**config.mk**
```make
export PLATFORM = sky130hd
export DESIGN_NAME = heater_supervisor
export DESIGN_NICKNAME = d
export VERILOG_FILES = /design/src/rtl/heater_supervisor.sv
export SDC_FILE = /design/constraint.sdc
export NUM_CORES = 1
export LEC_CHECK = 0
export ABC_AREA = 1
export BUFFER_PORTS_ARGS = -buffer_cell sky130_fd_sc_hd__buf_4
export CORE_AREA = 2 2 202 204
export DETAILED_ROUTE_END_ITERATION = 8
export DIE_AREA = 0 0 204 206
export HOLD_SLACK_MARGIN = 0.08
export SLEW_MARGIN = 20
export SYNTH_ARGS = -nofsm -noshare
export SYNTH_HDL_FRONTEND = slang
export SYNTH_SLANG_ARGS = --single-unit
export TNS_END_PERCENT = 20
```
**constraint.sdc**
```tcl
create_clock -name clk -period 7.1 [get_ports clk]
set_input_delay 1.065 -clock clk [delete_from_list [all_inputs] [get_ports clk]]
set_output_delay 1.065 -clock clk [all_outputs]
set_load 0.005 [all_outputs]
```
**src/rtl/heater_supervisor.sv**
```systemverilog
// heater_supervisor: staggered ramp, per-channel clear-and-retry,
// and latched fault reporting for Nchan heater channels.
module heater_supervisor #(
   parameter int Nchan      = 16,
   parameter int STAGGER    = 1024,
   parameter int CLR_CYCLES = 4,
   parameter int HOLDOFF    = 16,
   parameter int Nretry     = 3
) (
   input  logic             clk,
   input  logic             reset,
   input  logic             run_req,
   input  logic [Nchan-1:0] chan_mask,
   input  logic             fault_clear,
   input  logic [Nchan-1:0] heater_error,
   output logic [Nchan-1:0] heater_enable,
   output logic [Nchan-1:0] heater_err_clear,
   output logic [Nchan-1:0] fault,
   output logic             busy,
   output logic             all_on
);

   localparam int IW   = $clog2(Nchan + 1);
   localparam int SW   = (STAGGER > 1) ? $clog2(STAGGER) : 1;
   localparam int TMAX = (CLR_CYCLES > HOLDOFF) ? CLR_CYCLES : HOLDOFF;
   localparam int TW   = $clog2(TMAX + 1);

   typedef enum logic [1:0] {IDLE, RAMP, RUN} top_t;
   typedef enum logic [2:0] {OFF, ON, CLEAR, HOLD, FAULT} ch_t;

   top_t             st, st_nx;
   logic [IW-1:0]    idx, idx_nx, pick;
   logic [SW-1:0]    cnt, cnt_nx;
   logic             found;
   logic [Nchan-1:0] err_q, start, fault_q, fault_nx;
   ch_t              ch_st [Nchan];
   ch_t              ch_nx [Nchan];
   logic [TW-1:0]    tmr [Nchan];
   logic [TW-1:0]    tmr_nx [Nchan];
   logic [3:0]       rc [Nchan];
   logic [3:0]       rc_nx [Nchan];

   // First permitted, non-faulted channel at or beyond the ramp index
   always_comb begin
      found = 1'b0;
      pick  = '0;
      for (int j = 0; j < Nchan; j++) begin
         if (!found && IW'(j) >= idx && chan_mask[j] && !fault_q[j]) begin
            found = 1'b1;
            pick  = IW'(j);
         end
      end
   end

   always_comb begin
      st_nx  = st;
      idx_nx = idx;
      cnt_nx = cnt;
      unique case (st)
         IDLE: begin
            if (run_req) begin
               st_nx  = RAMP;
               idx_nx = '0;
               cnt_nx = '0;
            end
         end
         RAMP: begin
            if (!run_req) st_nx = IDLE;
            else if (cnt != '0) cnt_nx = cnt - SW'(1);
            else if (found) begin
               idx_nx = pick + IW'(1);
               cnt_nx = SW'(STAGGER - 1);
            end else st_nx = RUN;
         end
         RUN: if (!run_req) st_nx = IDLE;
         default: st_nx = IDLE;
      endcase
   end

   always_comb begin
      for (int j = 0; j < Nchan; j++) begin
         start[j] = (st == RAMP) && run_req && (cnt == '0)
                    && found && (pick == IW'(j));
      end
   end

   always_comb begin
      logic [3:0] inc;
      logic       fset;
      inc  = '0;
      fset = 1'b0;
      for (int i = 0; i < Nchan; i++) begin
         ch_nx[i]    = ch_st[i];
         tmr_nx[i]   = tmr[i];
         rc_nx[i]    = rc[i];
         fault_nx[i] = fault_q[i];
         inc  = (rc[i] == 4'hf) ? rc[i] : rc[i] + 4'h1;
         fset = 1'b0;
         if (!run_req) begin
            ch_nx[i]  = OFF;
            tmr_nx[i] = '0;
            rc_nx[i]  = '0;
         end else begin
            unique case (ch_st[i])
               OFF: if (start[i]) ch_nx[i] = ON;
               ON: begin
                  if (!chan_mask[i]) ch_nx[i] = OFF;
                  else if (err_q[i]) begin
                     ch_nx[i]  = CLEAR;
                     tmr_nx[i] = TW'(CLR_CYCLES - 1);
                  end
               end
               CLEAR: begin
                  if (tmr[i] != '0) tmr_nx[i] = tmr[i] - TW'(1);
                  else begin
                     rc_nx[i] = inc;
                     if (int'(inc) > Nretry) begin
                        ch_nx[i] = FAULT;
                        fset     = 1'b1;
                     end else if (HOLDOFF == 0) ch_nx[i] = ON;
                     else begin
                        ch_nx[i]  = HOLD;
                        tmr_nx[i] = TW'(HOLDOFF - 1);
                     end
                  end
               end
               HOLD: begin
                  if (tmr[i] != '0) tmr_nx[i] = tmr[i] - TW'(1);
                  else ch_nx[i] = ON;
               end
               FAULT: ch_nx[i] = FAULT;
               default: ch_nx[i] = OFF;
            endcase
         end
         if (fset) fault_nx[i] = 1'b1;
         // A fault being set this cycle survives a coincident clear
         if (fault_clear) begin
            rc_nx[i] = '0;
            if (!fset) fault_nx[i] = 1'b0;
            if (ch_st[i] == FAULT) ch_nx[i] = OFF;
         end
      end
   end

   always_ff @(posedge clk or posedge reset) begin
      if (reset) begin
         st      <= IDLE;
         idx     <= '0;
         cnt     <= '0;
         err_q   <= '0;
         fault_q <= '0;
         for (int i = 0; i < Nchan; i++) begin
            ch_st[i] <= OFF;
            tmr[i]   <= '0;
            rc[i]    <= '0;
         end
      end else begin
         st      <= st_nx;
         idx     <= idx_nx;
         cnt     <= cnt_nx;
         err_q   <= heater_error;
         fault_q <= fault_nx;
         for (int i = 0; i < Nchan; i++) begin
            ch_st[i] <= ch_nx[i];
            tmr[i]   <= tmr_nx[i];
            rc[i]    <= rc_nx[i];
         end
      end
   end

   always_comb begin
      for (int i = 0; i < Nchan; i++) begin
         heater_enable[i]    = (ch_st[i] == ON) || (ch_st[i] == HOLD);
         heater_err_clear[i] = (ch_st[i] == CLEAR);
      end
   end

   assign fault  = fault_q;
   assign busy   = (st == RAMP);
   assign all_on = (st == RUN);

endmodule

```
==> flow_metrics.env <==
export IMPL_status="finished clean"
export IMPL_layout_setup_ws_ns=3.82
export IMPL_finalSetupTns_ns=0
export IMPL_grt_pass1_vias=12212
export IMPL_p_total_uw=3530
export IMPL_clk_pin_slew_ns=0.06
export IMPL_ir_drop_mv=0.176
export IMPL_clk_latency_ns=0.55
export IMPL_synthArstFlopShare=1.00
export IMPL_cts_sinks=241
export IMPL_path_max_fanout=7
export IMPL_post_place_ws_ns=3.34
export IMPL_ios=86
export IMPL_portBuffers=85
export IMPL_antenna_cells=0
export IMPL_coreArea_um2=40200
export IMPL_rsz0062_at_grt="no"
export IMPL_vias_per_cell=5.13
export IMPL_dp_hpwl_mm=26.5
export IMPL_firstDrtPassIters=5
export IMPL_grt_max_degree=113
export IMPL_cts_tree="yes"
export IMPL_die_h_um=206
export IMPL_grt_overflow_total=0
export IMPL_place_congestion=0.884
export IMPL_drtIter0Drc=789
export IMPL_crit_required_ns=7.57
export IMPL_routed_wirelength_mm=36.6
export IMPL_nets=1997
export IMPL_synth_fp_nets=1903
export IMPL_area_delta_synth_final_pct=16.6
export IMPL_gr_usage_all_layers=0.176
export IMPL_vias=12703
export IMPL_p_leak_uw=0.00752
export IMPL_synth_seq_area_share=0.438
export IMPL_setup_violations=0
export IMPL_grt_pass1_wl_mm=60.6
export IMPL_place_area_um2=15000
export IMPL_slew_headroom=0.411
export IMPL_synthCells=1830
export IMPL_root_buffer="clkbuf_16"
export IMPL_drc_errors=0
export IMPL_skew_ns=0.0102
export IMPL_die_area_um2=42000
export IMPL_die_width_um=204
export IMPL_yosysMostFrequentCell="inv_1"
export IMPL_post_route_period_util=0.462
export IMPL_hold_class="primary input to asynchronous set/reset pin"
export IMPL_wire_per_inst_um=14.8
export IMPL_power_density_nw_per_um2=220
export IMPL_crit_type="flop to flop"
export IMPL_fmax_ghz=0.305
export IMPL_worst_setup_path_end_kind="flop"
export IMPL_avgSynthCellArea_um2=7.52
export IMPL_maxCapViolations=0
export IMPL_synth_area_leader_cell="dfrtp_1"
export IMPL_synth_top_area_frac=0.438
export IMPL_r2r_start="idx[4]"
export IMPL_finalMaxSlewViolations=0
export IMPL_final_min_clock_period_ns=3.28
export IMPL_holdWs_ns=0.489
export IMPL_ant_nets=0
export IMPL_arrival_ns=3.75
export IMPL_cts_resized=0
export IMPL_ys_top_cells_by_area="dfrtp_1 44%, inv_1 9.1%, nor2_1 7.0%, nand2_1 6.9%, o21ai_0 5.4%"
export IMPL_startpoint="idx[4]"
export IMPL_antenna_found_initial=0
export IMPL_rows=74
export IMPL_ys_flop_type="dfrtp_1"
export IMPL_start_kind="flop"
export IMPL_cts_buffers=29
export IMPL_yosys_top_cells_count="333 x inv_1, 258 x nor2_1, 252 x nand2_1"
export IMPL_synthesis_area_um2=13800
export IMPL_clockBufferDepth=3
export IMPL_worst_pin_slew_ns=0.884
export IMPL_ys_types=54
export IMPL_finalHoldViolCount=0
export IMPL_drive_above_1_share=0.0895
export IMPL_htree_num_levels=1
export IMPL_start_util=0.343
export IMPL_cts_hold_buffers=0
export IMPL_cts_setup_buffers=0
export IMPL_synth_edf_count=0
export IMPL_synth_seq_cells=241
export IMPL_fin_area_um2=16000
export IMPL_synth_warnings=0
## path summary, 6_finish.rpt
path	endpoint	slack [ns]	depth (start not counted)
min in group clk	cnt[0]	0.49	2
max in group asynchronous	tmr[74]	5.47	4
min reg2reg	cnt[0]	0.49	2
max	ch_st[36]	3.82	19
min	tmr[35]	0.49	2
max reg2reg	ch_st[36]	3.82	19
## cells by family (layout without fill, tap and decap cells)
group,after synthesis,count (layout),share of synthesized area
adders and majority gates,37,37,0.0336
muxes,1,1,0.000727
buffers and inverters,367,481,0.101
and+or+nand+nor,735,735,0.230
AOI/OAI and AO/OA,429,429,0.184
DFF,241,241,0.438
xor gates and xnor gates,20,20,0.0127
## stage by stage
stage               std cells  utilization
finish                   2476        0.399
global route             2476        0.399
CTS                      2475        0.399
detailed placement       2424        0.374
global placement         2424        0.374
floorplan                1830            -
## sequential cells by signal (all words and copies together) (netlist names)
signal  flops
fault      16
rc         64
ch_st      48
err_q      16
tmr        80
idx         5
st          2
cnt        10
## power by group
part / leakage, µW / internal (µW) / switching [µW] / total (µW)
registers: 0.00323 / 1440 / 47.7 / 1490
logic: 0.00380 / 157 / 323 / 480
clock network: 0.000494 / 973 / 589 / 1560
## layout by cell type, fill, tap and decap left out, types with 4 or more instances in the layout
master and n:
o31ai_1 19, ha_1 37, inv_1 331, a21boi_0 6
o21ai_1 6, xor2_1 20, o311ai_0 19, a21oi_1 123
nor3_1 49, nor4_1 9, nand2_2 5, nand3_1 125
nor2_1 257, nand4_1 18, clkbuf_8 8, a211oi_1 4
clkbuf_16 29, o211ai_1 9, dfrtp_1 241, or2_2 6
a22oi_1 15, a31oi_1 26, nand2_1 252, o22ai_1 23
a2bb2oi_1 5, clkbuf_1 5, inv_2 4, o21ai_0 149
bufinv_16 4, buf_4 91
## layout make-up
cell class              count  area [µm²]
fillers                  4150       24100
repair buffers             93         723
flip-flops and latches    241        6030
clock buffers              42         855
clock inverters             9         151
multi-input cells        1222        6350
inverters                 337        1270
well taps                 532         666
## metal layers
metal / vias up / track usage / share of wire
met5: - / 0 / 0
met4: 0 / 0.0468 / 0.023
met3: 66 / 0.0296 / 0.056
met2: 309 / 0.290 / 0.46
met1: 6063 / 0.238 / 0.46
li1: 6265 / - / -
## worst max-delay path: stages, from the launching register on
cell     delay [ns]
dfrtp_1        0.54
inv_2          0.10
nand2_2        0.15
nor2_2         0.06
nand2_1        0.10
nand2_1        0.09
nor2_2         0.13
nand4_2        0.14
nor3_4         0.20
nand4_2        0.16
nor2_4         0.18
nand4_2        0.18
nand2_1        0.15
nor2_1         0.08
inv_1          0.10
ha_1           0.32
inv_1          0.10
nor4_1         0.18
a21oi_1        0.11
nor2_1         0.11
Power figures use the tool's default switching activity.
